--- config.mk ---
export PLATFORM = sky130hd
export DESIGN_NAME = ex_mem_buf_flat
export DESIGN_NICKNAME = d
export VERILOG_FILES = /design/src/rtl/ex_mem_buf_if.sv /design/src/rtl/ex_mem_buf.sv /design/src/flat_wrapper.sv
export SDC_FILE = /design/constraint.sdc
export NUM_CORES = 1
export LEC_CHECK = 0
export ABC_AREA = 1
export BUFFER_PORTS_ARGS = -buffer_cell sky130_fd_sc_hd__buf_2
export CELL_PAD_IN_SITES_DETAIL_PLACEMENT = 1
export CELL_PAD_IN_SITES_GLOBAL_PLACEMENT = 1
export CORE_MARGIN = 3
export CORE_UTILIZATION = 40
export CTS_CLUSTER_DIAMETER = 150
export CTS_CLUSTER_SIZE = 20
export DETAILED_ROUTE_END_ITERATION = 10
export PLACE_DENSITY = 0.86
export SYNTH_ARGS = -nofsm -noshare
export SYNTH_HDL_FRONTEND = slang
export SYNTH_SLANG_ARGS = --single-unit
export TNS_END_PERCENT = 50
--- constraint.sdc ---
create_clock -name clk -period 2.5 [get_ports clk]
set_input_delay 0.375 -clock clk [delete_from_list [all_inputs] [get_ports clk]]
set_output_delay 0.375 -clock clk [all_outputs]
set_load 0.005 [all_outputs]
--- src/rtl/ex_mem_buf_if.sv ---
// ---------------------------------------------------------------------------
// ex_mem_buf_if
// Purpose : Bundles the EX-side push channel, the MEM-side pop channel and
//           the occupancy status of the EX/MEM skid buffer.
// Modports: slave  - the buffer itself (consumes ex_*, produces mem_*/occ_o)
//           master - the environment around it (produces ex_*, mem_ready_i)
// Signals : ex_valid_i/ex_ready_o      push handshake
//           ex_wd_i/ex_wreg_i/ex_wdata_i  pushed entry fields
//           mem_valid_o/mem_ready_i    pop handshake
//           mem_wd_o/mem_wreg_o/mem_wdata_o  head entry fields
//           occ_o                      occupancy 0..2
// Option  : EX_MEM_HILO_EN adds the hi/lo write fields on both sides.
// ---------------------------------------------------------------------------
interface ex_mem_buf_if;
    logic        ex_valid_i;
    logic        ex_ready_o;
    logic [4:0]  ex_wd_i;
    logic        ex_wreg_i;
    logic [31:0] ex_wdata_i;
    logic        mem_valid_o;
    logic        mem_ready_i;
    logic [4:0]  mem_wd_o;
    logic        mem_wreg_o;
    logic [31:0] mem_wdata_o;
    logic [1:0]  occ_o;
`ifdef EX_MEM_HILO_EN
    logic        ex_whilo_i;
    logic [31:0] ex_hi_i;
    logic [31:0] ex_lo_i;
    logic        mem_whilo_o;
    logic [31:0] mem_hi_o;
    logic [31:0] mem_lo_o;
`endif

    modport slave (
        input  ex_valid_i, ex_wd_i, ex_wreg_i, ex_wdata_i, mem_ready_i,
        output ex_ready_o, mem_valid_o, mem_wd_o, mem_wreg_o, mem_wdata_o, occ_o
`ifdef EX_MEM_HILO_EN
        , input  ex_whilo_i, ex_hi_i, ex_lo_i
        , output mem_whilo_o, mem_hi_o, mem_lo_o
`endif
    );

    modport master (
        output ex_valid_i, ex_wd_i, ex_wreg_i, ex_wdata_i, mem_ready_i,
        input  ex_ready_o, mem_valid_o, mem_wd_o, mem_wreg_o, mem_wdata_o, occ_o
`ifdef EX_MEM_HILO_EN
        , output ex_whilo_i, ex_hi_i, ex_lo_i
        , input  mem_whilo_o, mem_hi_o, mem_lo_o
`endif
    );
endinterface

--- src/rtl/ex_mem_buf.sv ---
// ---------------------------------------------------------------------------
// ex_mem_buf
// Purpose : Two-entry in-order skid buffer between the EX and MEM stages.
//           A main (head) register feeds MEM; a skid register absorbs one
//           extra result so that ex_ready_o can be a plain flop.
// Ports   : clk   - rising-edge clock
//           rst   - synchronous active-high reset (beats flush/push/pop)
//           flush - discards every buffered entry and any concurrent push
//           bus   - ex_mem_buf_if.slave: push channel, pop channel, occ_o
// Option  : define EX_MEM_HILO_EN to carry whilo/hi/lo alongside each entry.
// ---------------------------------------------------------------------------
module ex_mem_buf (
    input  logic          clk,
    input  logic          rst,
    input  logic          flush,
    ex_mem_buf_if.slave   bus
);

    typedef enum logic [1:0] {
        EMPTY = 2'd0,
        ONE   = 2'd1,
        FULL  = 2'd2
    } state_t;

    typedef struct packed {
        logic [4:0]  wd;
        logic        wreg;
        logic [31:0] wdata;
`ifdef EX_MEM_HILO_EN
        logic        whilo;
        logic [31:0] hi;
        logic [31:0] lo;
`endif
    } entry_t;

    state_t state_q, state_d;
    entry_t main_q, main_d;
    entry_t skid_q, skid_d;
    logic   ex_ready_q, ex_ready_d;
    entry_t in_e;
    entry_t head;
    logic   push, pop;

    always_comb begin
        in_e       = '0;
        in_e.wd    = bus.ex_wd_i;
        in_e.wreg  = bus.ex_wreg_i;
        in_e.wdata = bus.ex_wdata_i;
`ifdef EX_MEM_HILO_EN
        in_e.whilo = bus.ex_whilo_i;
        in_e.hi    = bus.ex_hi_i;
        in_e.lo    = bus.ex_lo_i;
`endif
    end

    // ex_valid_i is only honoured while the registered ready is high.
    assign push = bus.ex_valid_i & ex_ready_q;
    assign pop  = (state_q != EMPTY) & bus.mem_ready_i;

    always_comb begin
        state_d = state_q;
        main_d  = main_q;
        skid_d  = skid_q;
        if (flush) begin
            state_d = EMPTY;
            main_d  = '0;
            skid_d  = '0;
        end else begin
            case (state_q)
                EMPTY: begin
                    if (push) begin
                        state_d = ONE;
                        main_d  = in_e;
                    end
                end
                ONE: begin
                    if (push && !pop) begin
                        state_d = FULL;
                        skid_d  = in_e;
                    end else if (push && pop) begin
                        main_d  = in_e;
                    end else if (pop) begin
                        state_d = EMPTY;
                        main_d  = '0;
                    end
                end
                FULL: begin
                    if (pop) begin
                        state_d = ONE;
                        main_d  = skid_q;
                        skid_d  = '0;
                    end
                end
                default: begin
                    state_d = EMPTY;
                    main_d  = '0;
                    skid_d  = '0;
                end
            endcase
        end
        // Ready is registered from the next state, so it drops in the same
        // cycle the buffer becomes FULL and a push in FULL cannot happen.
        ex_ready_d = (state_d != FULL);
    end

    always_ff @(posedge clk) begin
        if (rst) begin
            state_q    <= EMPTY;
            main_q     <= '0;
            skid_q     <= '0;
            ex_ready_q <= 1'b1;
        end else begin
            state_q    <= state_d;
            main_q     <= main_d;
            skid_q     <= skid_d;
            ex_ready_q <= ex_ready_d;
        end
    end

    // Bubbles present all-zero fields so MEM never writes on an empty slot.
    assign head = (state_q != EMPTY) ? main_q : '0;

    assign bus.ex_ready_o  = ex_ready_q;
    assign bus.mem_valid_o = (state_q != EMPTY);
    assign bus.mem_wd_o    = head.wd;
    assign bus.mem_wreg_o  = head.wreg;
    assign bus.mem_wdata_o = head.wdata;
    assign bus.occ_o       = state_q;
`ifdef EX_MEM_HILO_EN
    assign bus.mem_whilo_o = head.whilo;
    assign bus.mem_hi_o    = head.hi;
    assign bus.mem_lo_o    = head.lo;
`endif

endmodule
--- src/flat_wrapper.sv ---
// flat-port wrapper written by rule: the top's interface ports become plain ports
module ex_mem_buf_flat 
  (clk, rst, flush, bus_ex_valid_i, bus_ex_wd_i, bus_ex_wreg_i, bus_ex_wdata_i, bus_mem_ready_i, bus_ex_ready_o, bus_mem_valid_o, bus_mem_wd_o, bus_mem_wreg_o, bus_mem_wdata_o, bus_occ_o);
  ex_mem_buf_if bus_i ();
  input  logic clk;
  input  logic rst;
  input  logic flush;
  input wire logic [$bits(bus_i.ex_valid_i)-1:0] bus_ex_valid_i;
  input wire logic [$bits(bus_i.ex_wd_i)-1:0] bus_ex_wd_i;
  input wire logic [$bits(bus_i.ex_wreg_i)-1:0] bus_ex_wreg_i;
  input wire logic [$bits(bus_i.ex_wdata_i)-1:0] bus_ex_wdata_i;
  input wire logic [$bits(bus_i.mem_ready_i)-1:0] bus_mem_ready_i;
  output wire logic [$bits(bus_i.ex_ready_o)-1:0] bus_ex_ready_o;
  output wire logic [$bits(bus_i.mem_valid_o)-1:0] bus_mem_valid_o;
  output wire logic [$bits(bus_i.mem_wd_o)-1:0] bus_mem_wd_o;
  output wire logic [$bits(bus_i.mem_wreg_o)-1:0] bus_mem_wreg_o;
  output wire logic [$bits(bus_i.mem_wdata_o)-1:0] bus_mem_wdata_o;
  output wire logic [$bits(bus_i.occ_o)-1:0] bus_occ_o;
  assign bus_i.ex_valid_i = bus_ex_valid_i;
  assign bus_i.ex_wd_i = bus_ex_wd_i;
  assign bus_i.ex_wreg_i = bus_ex_wreg_i;
  assign bus_i.ex_wdata_i = bus_ex_wdata_i;
  assign bus_i.mem_ready_i = bus_mem_ready_i;
  assign bus_ex_ready_o = bus_i.ex_ready_o;
  assign bus_mem_valid_o = bus_i.mem_valid_o;
  assign bus_mem_wd_o = bus_i.mem_wd_o;
  assign bus_mem_wreg_o = bus_i.mem_wreg_o;
  assign bus_mem_wdata_o = bus_i.mem_wdata_o;
  assign bus_occ_o = bus_i.occ_o;
  ex_mem_buf u_core (.clk(clk), .rst(rst), .flush(flush), .bus(bus_i));
endmodule
; Yosys cells after proc, flatten, opt, wreduce, memory -nomap -nowiden
; Cells that the tools add are included.
[classes]
shifts = 0
n_addsub = 0
reduce_logical = 8
order_cmp = 0
div = 0
n_mul = 0
eq_ne = 8
mux = 16
bitwise = 3
[ops]
columns = cell, count
row1 = two-way mux 38 bit, 7
row2 = case mux 38 bit (3 select lines), 2
row3 = two-way mux 2 bit, 6
row4 = "!= test 2 x 1 -> 1 bit, second input constant", 3
row5 = case mux 2 bit (3 select lines), 1
row6 = "!= test 2 bit, second input constant", 2
row7 = AND reduction 4 bit, 1
row8 = "!= test 3 x 1 -> 1 bit, second input constant", 1
row9 = AND reduction 3 bit, 1
row10 = AND 1 bit, 2
row11 = "equality test 2 x 1 -> 1 bit, second input constant", 1
row12 = "equality test 2 bit, second input constant", 1
row13 = logical AND 1 bit, 2
row14 = zero test 2 bit, 1
row15 = nonzero test 2 bit, 1
row16 = OR reduction 2 bit, 1
row17 = zero test 1 bit, 1
row18 = NOT 1 bit, 1
[word_totals]
latch_bits = 0
ram_bits = 0
elab_cells = 43
inputBits = 43
regBits = 79
out_inout_bits = 42
mem_bits_ro = 0
mem_count = 0

; Longest topological paths before layout
; Gate-level depths: netlist (run 1).
[logic_depth]
ltp_word = 8
mapped_depth = 9
mapped_depth_nobuf = 7

; Worst setup path after synthesis (run 1)
; OpenSTA, ideal clock, no wires.
[synth_path]
path_type = register to output
from = reg u_core.state_q[1] (netlist: u_core.bus.occ_o[1])
to = out bus_mem_wd_o[0]
n_path_buf = 2
stages_incl_launch_ff = 5
required_time_ns = 2.125
setup_slack_ns = 0.989
arrival_time_ns = 1.136
cell_sequence = dfxtp_1 > nor2_1 > clkbuf_1 > buf_2 > nor2_1
[synth_between]
elab_chain_cells = 2
[synth_rtl]
columns = item, line
row1 = start: declaration, ex_mem_buf.sv:36  ; state_t state_q, state_d;
row2 = start signal: assignment, ex_mem_buf.sv:113  ; state_q <= state_d;
row3 = nonzero test 2 bit, ex_mem_buf.sv:121  ; assign head = (state_q != EMPTY) ? main_q : '0;
row4 = two-way mux 38 bit, ex_mem_buf.sv:121
row5 = end: declaration, flat_wrapper.sv:15  ; output wire logic [$bits(bus_i.mem_wd_o)-1:0] bus_mem_wd_o;
; No other way between the ends.

; Final worst setup path (run 1)
[layout_path]
from = reg u_core.state_q[1] (netlist: u_core.bus.occ_o[1])
to = out bus_mem_wdata_o[12]
[layout_between]
elab_chain_cells = 2
[layout_rtl]
columns = item, line
row1 = nonzero test 2 bit, ex_mem_buf.sv:121
row2 = two-way mux 38 bit, ex_mem_buf.sv:121
row3 = end: declaration, flat_wrapper.sv:17  ; output wire logic [$bits(bus_i.mem_wdata_o)-1:0] bus_mem_wdata_o;
; No other way between the ends.

==> flow_metrics.tcl, run 1 <==
set metrics [dict create \
    status "finished, final reports clean" \
    dpl.hpwl_mm 9.267 \
    die-width_um 110.4 \
    yosysMostFrequentCell "nand2_1" \
    layout-drive-gt1-share_pct 13.88 \
    synth_top_cell_area_share_pct 36.26 \
    startpoint_type "flip-flop" \
    whs_endpoint "u_core.bus.occ_o[0]" \
    hp-class "in2reg" \
    reg2regPathDepth 7 \
    finalSetupViolCount 0 \
    layout.cells.non_filler 979 \
    die_h_um 110.4 \
    skew_ns 0.006915 \
    fp-row-count 37 \
    cts_buffers 9 \
    synth_top_area_cell "dfxtp_1" \
    clk_path_buf_depth 2 \
    cts-resized-gates 0 \
    vdd_drop_max_mv 0.2129 \
    multi_input_area_um2 2041 \
    end_kind "output pin" \
    yosys_most_used_dff "dfxtp_1" \
    grt_pass1_vias 4871 \
    detail-route-antenna-nets 0 \
    root_buffer "clkbuf_8" \
    gp_congestion 0.7693 \
    synth_cells 777 \
    pre_cts_slack_ns 0.5290 \
    fillers 1570 \
    critical_path_class "reg2out" \
    postCtsSetupRepairBufs 0 \
    core-area_um2 10460 \
    seqCellArea_um2 1583 \
    viasPerCell 4.802 \
    clock-sinks 79 \
    synthTopCellsByArea "dfxtp_1 (36%), nand2_1 (25%), inv_1 (12%)" \
    tns_ns 0 \
    critPathBufInv 2 \
    slew_headroom_pct 47.23 \
    layout.nets 882 \
    path_clk_slew_ns 0.08 \
    clock_latency_ns 0.36 \
    start_util_pct 41.69 \
    period_needed_ns 2.249 \
    worstPathCellList "nor2_4, buf_4, nor2_1, buf_2" \
    postSynthAreaPerCell_um2 5.613 \
    r2r_start "u_core.bus.occ_o[0]" \
    fmax_ghz 0.4446 \
    synth.distinct_cells 16 \
    yosysWarningCount 0 \
    finalMaxSlewViolations 0 \
    drt-initial-drc-count 196 \
    ys_seq_area_share_pct 36.26 \
    hold_violations 0 \
    cp_max_fo 26 \
    areaGrowthSynthToFinish_pct 15.40 \
    drc_errors 0 \
    power.density_nw_per_um2 533.8 \
    min-delay-start "rst" \
    arrival_ns 1.87 \
    required_ns 2.12 \
    die_area_um2 12190 \
    vias 4701 \
    gr-usage-all-layers_pct 22.34 \
    totalWireLength_mm 13.31 \
    port_buffers 84 \
    synth_nets 820 \
    drt_first_pass_iters 4 \
    antenna-diode-count 0 \
    placed_cells 964 \
    synthArstFlopShare_pct 0 \
    fin_crit_sh_pct 89.96 \
    cts_htree_levels 3 \
    tightest_slew_ns 0.7897 \
    power.static_leakage_nw 2.756 \
    antenna_found_initial 0 \
    maxCapViolCount 0 \
    fin_ws_ns 0.2510 \
    wl_per_cell_um 13.60 \
    hold_depth 2 \
    ios 85 \
    syn_area_um2 4362 \
    critPathTopFamily "simple AND/OR/NAND/NOR gates" \
    ys_ff_latch 79 \
    r2r_slack_ns 0.50 \
    rsz0062_at_grt "false" \
    synth_edf_count 0 \
    grt_max_degree 57 \
    worst_r2r_endpoint "u_core.main_q[6]" \
    overflow 0 \
    synthTopCellsByCount "nand2_1 (287), inv_1 (141), nor2_1 (137)" \
    grt_pass1_wl_mm 22.70 \
    slowest_delay_ns 0.48 \
    slowest_stage "dfxtp_2" \
    cts_tree "done" \
    postCtsHoldBufs 0 \
]
[report_power, final]
part / leakage, nW / switching, mW / internal, mW
registers: 0.642 / 0.0229 / 1.30
logic: 2.01 / 0.264 / 0.123
clock network: 0.105 / 0.474 / 0.506
[worst max path at each step]
stage                         from                   to  slack [ns]  cells past startpoint
2_1_floorplan  u_core.bus.occ_o[1]      bus_mem_wd_o[0]        0.99                      4
3_3_place_gp   u_core.bus.occ_o[1]     u_core.main_q[6]        0.69                      6
3_5_place_dp   u_core.bus.occ_o[0]    u_core.main_q[36]        0.53                      7
4_1_cts        u_core.bus.occ_o[1]  bus_mem_wdata_o[20]        0.24                      4
5_1_grt        u_core.bus.occ_o[1]  bus_mem_wdata_o[19]        0.12                      4
6_report       u_core.bus.occ_o[1]  bus_mem_wdata_o[12]        0.25                      4
[area by class of cell]
type,count,area share (%)
Sequential cell,79,31.44
Multi-Input combinational cell,510,40.54
Timing Repair Buffer,95,9.993
Tap cell,136,3.381
Clock inverter,4,0.8949
Clock buffer,11,3.008
Inverter,144,10.74
[sequential cells by signal, summed over array words and instances, names as in the netlist]
name,cells
u_core.bus.ex_ready_o,1
u_core.bus.occ_o,2
u_core.main_q,38
u_core.skid_q,38
[layer usage]
metal | track usage (%) | vias to the layer above | part of all wire [%]
met5 | 0 | - | 0
met4 | 8.456 | 0 | 1.7
met3 | 3.233 | 16 | 4.7
met2 | 39.68 | 93 | 50
met1 | 27.16 | 2232 | 44
li1 | - | 2360 | -
[stage by stage]
step | area, um2 | utilization [%] | total power, mW | hold WS, ns
after global routing | 5034 | 48.11 | 2.827 | 0.2380
after global placement | 4837 | 46.23 | 1.711 | 0.4534
after CTS | 5034 | 48.11 | 2.715 | 0.2177
final | 5034 | 48.11 | 2.687 | 0.2285
after detailed placement | 4837 | 46.23 | 1.738 | 0.4560
after floorplan | 4362 | - | 1.612 | 0.4435
[cells by family after synthesis]
| kind of cell | after synthesis | share of synthesized area [%] |
|---|---|---|
| buf+inv | 188 | 17.30 |
| simple gates | 446 | 39.04 |
| flops | 79 | 36.26 |
| compound gates | 64 | 7.401 |
[worst register-to-register path, cell delays in order (launching register included)]
cell	delay, ns
dfxtp_1	0.39
inv_2	0.33
nand2_1	0.15
nand3_1	0.14
nand2_2	0.08
inv_2	0.50
nand2_1	0.15
a21oi_1	0.18
[placed cells by master, fill, tap and decap left out]
cell type	n
a21oi_1	58
buf_2	84
buf_4	11
bufinv_16	1
clkbuf_8	11
clkinv_2	3
dfxtp_1	78
dfxtp_2	1
inv_1	141
inv_2	3
nand2_1	287
nand2_2	1
nand3_1	20
nor2_1	135
nor2_4	2
nor3_1	1
o211ai_1	1
o21ai_0	5
Note: power is estimated with default switching activity, not from simulation.
==> inputs of run 2 (changes only) <==
--- a/config.mk
+++ b/config.mk
@@ -10,11 +10,11 @@
 export CELL_PAD_IN_SITES_DETAIL_PLACEMENT = 1
 export CELL_PAD_IN_SITES_GLOBAL_PLACEMENT = 1
 export CORE_MARGIN = 3
-export CORE_UTILIZATION = 40
+export CORE_UTILIZATION = 35
 export CTS_CLUSTER_DIAMETER = 150
 export CTS_CLUSTER_SIZE = 20
 export DETAILED_ROUTE_END_ITERATION = 10
-export PLACE_DENSITY = 0.86
+export PLACE_DENSITY = 0.77
 export SYNTH_ARGS = -nofsm -noshare
 export SYNTH_HDL_FRONTEND = slang
 export SYNTH_SLANG_ARGS = --single-unit
==> flow_metrics.tcl, run 2 (synthesized netlist as in run 1, its figures left out) <==
set metrics [dict create \
    status "finished, final reports clean" \
    slowest_delay_ns 0.43 \
    fin_crit_sh_pct 78.58 \
    fillers 1760 \
    arrival_ns 1.59 \
    finalSetupViolCount 0 \
    slowest_stage "dfxtp_2" \
    drt_first_pass_iters 4 \
    power_mw 3.174 \
    period_needed_ns 1.964 \
    drc_errors 0 \
    p_sw_uw 824.3 \
    grt.met3_usage_pct 3.316 \
    overflow 0 \
    root_buffer "clkbuf_16" \
    die_h_um 117.6 \
    wl_per_cell_um 13.06 \
    cts_buffers 9 \
    finalMaxSlewViolations 0 \
    power.density_nw_per_um2 608.1 \
    worstPathCellList "nor2_4, buf_4, nor2_1, buf_2" \
    tightest_slew_ns 0.6792 \
    clock_latency_ns 0.34 \
    die_area_um2 13840 \
    detail-route-antenna-nets 0 \
    layout-drive-gt1-share_pct 14.20 \
    drt-initial-drc-count 109 \
    busiest_layer "met2" \
    port_buffers 84 \
    viasPerCell 4.487 \
    p_int_mw 2.350 \
    grt_use_met1_pct 22.68 \
    slew_headroom_pct 54.66 \
    antenna-diode-count 0 \
    cts_tree "done" \
    gr-usage-all-layers_pct 19.21 \
    grt_pass1_vias 4762 \
    clock-sinks 79 \
    ios 85 \
    tns_ns 0 \
    maxCapViolCount 0 \
    skew_ns 0.006270 \
    fin_util_pct 43.10 \
    dpl.hpwl_mm 8.946 \
    hold_violations 0 \
    postCtsSetupRepairBufs 0 \
    fin_ws_ns 0.5355 \
    grt_max_degree 44 \
    cp_max_fo 43 \
    path_clk_slew_ns 0.06 \
    core-area_um2 12110 \
    layout_common_cells "nand2_1 (287), inv_1 (141), nor2_1 (134)" \
    p_comb_share_pct 12.2 \
    p_seq_share_pct 41.6 \
    grt_pass1_wl_mm 22.09 \
    p_clk_share_pct 46.2 \
    start_util_pct 36.01 \
    vdd_drop_max_mv 0.2456 \
    whs_ns 0.2730 \
    startpoint_type "flip-flop" \
    pre_cts_slack_ns 0.6189 \
    cts-resized-gates 0 \
    grt_util_met2_pct 35.25 \
    layout.cells.most_common "nand2_1" \
    hp-class "in2reg" \
    multi_input_area_um2 2043 \
    clk_path_buf_depth 2 \
    antenna_found_initial 0 \
    fp-row-count 40 \
    netSwitchingFraction_pct 25.97 \
    critical_path_class "reg2out" \
    rsz0062_at_grt "false" \
    layout.nets 883 \
    power.static_leakage_nw 2.813 \
    fmax_ghz 0.5090 \
    required_ns 2.12 \
    gp_congestion 0.7729 \
    areaGrowthSynthToFinish_pct 19.68 \
    cts_htree_levels 3 \
    totalWireLength_mm 13.23 \
    end_kind "output pin" \
    seqCellArea_um2 1583 \
    die-width_um 117.6 \
    vias 4545 \
    postCtsHoldBufs 0 \
]
[run 2: cell types whose count changed in the layout (fill, tap and decap cells not counted), sizes merged]
cell	previous run	this run
buf	95	96
clkinv	3	1
clkinvlp	0	2
bufinv	1	2
[run 2: worst max-delay path, delay by kind of cell (launching register included)]
family	cells	cell delay (ns)
buffers and inverters	2	0.54
DFF	1	0.43
and+or+nand+nor	2	0.26
[run 2: power by group through the flow]
| stage | clock [mW] | sequential [mW] | combinational [mW] |
|---|---|---|---|
| finish | 1.47 | 1.32 | 0.387 |
| global route | 1.54 | 1.33 | 0.445 |
| CTS | 1.48 | 1.32 | 0.393 |
| detailed placement | 0 | 1.35 | 0.387 |
| global placement | 0 | 1.35 | 0.369 |
| floorplan | 0 | 1.34 | 0.270 |
[run 2: path summary, 6_finish.rpt]
kind | from | end | slack, ns | cells after the start
hold / removal | rst | u_core.bus.occ_o[0] | 0.27 | 2
hold reg to reg | u_core.main_q[10] | u_core.main_q[10] | 0.47 | 2
setup / recovery | u_core.bus.occ_o[1] | bus_mem_wdata_o[21] | 0.54 | 4
setup reg to reg | u_core.bus.occ_o[0] | u_core.main_q[35] | 0.59 | 7
[run 2: cell type report]
type                            instances  area share, %
Multi-Input combinational cell        510          39.14
Timing Repair Buffer                   96          9.779
Clock buffer                           11          4.842
Sequential cell                        79          30.32
Tap cell                              168          4.027
Inverter                              144          10.35
Clock inverter                          5          1.534
[run 2: through the flow]
| stage | std cells | cell area (um2) |
|---|---|---|
| 3_3_place_gp | 997 | 4887 |
| 3_5_place_dp | 997 | 4887 |
| 4_1_cts | 1013 | 5220 |
| 6_report | 1013 | 5220 |
| 5_1_grt | 1013 | 5220 |
| 2_1_floorplan | 777 | 4362 |
[run 2: routing by layer]
| metal | wire length (um) | vias up |
|---|---|---|
| li1 | - | 2375 |
| met1 | 6154 | 2092 |
| met2 | 6461 | 66 |
| met3 | 448 | 12 |
| met4 | 163 | 0 |
| met5 | 0 | - |
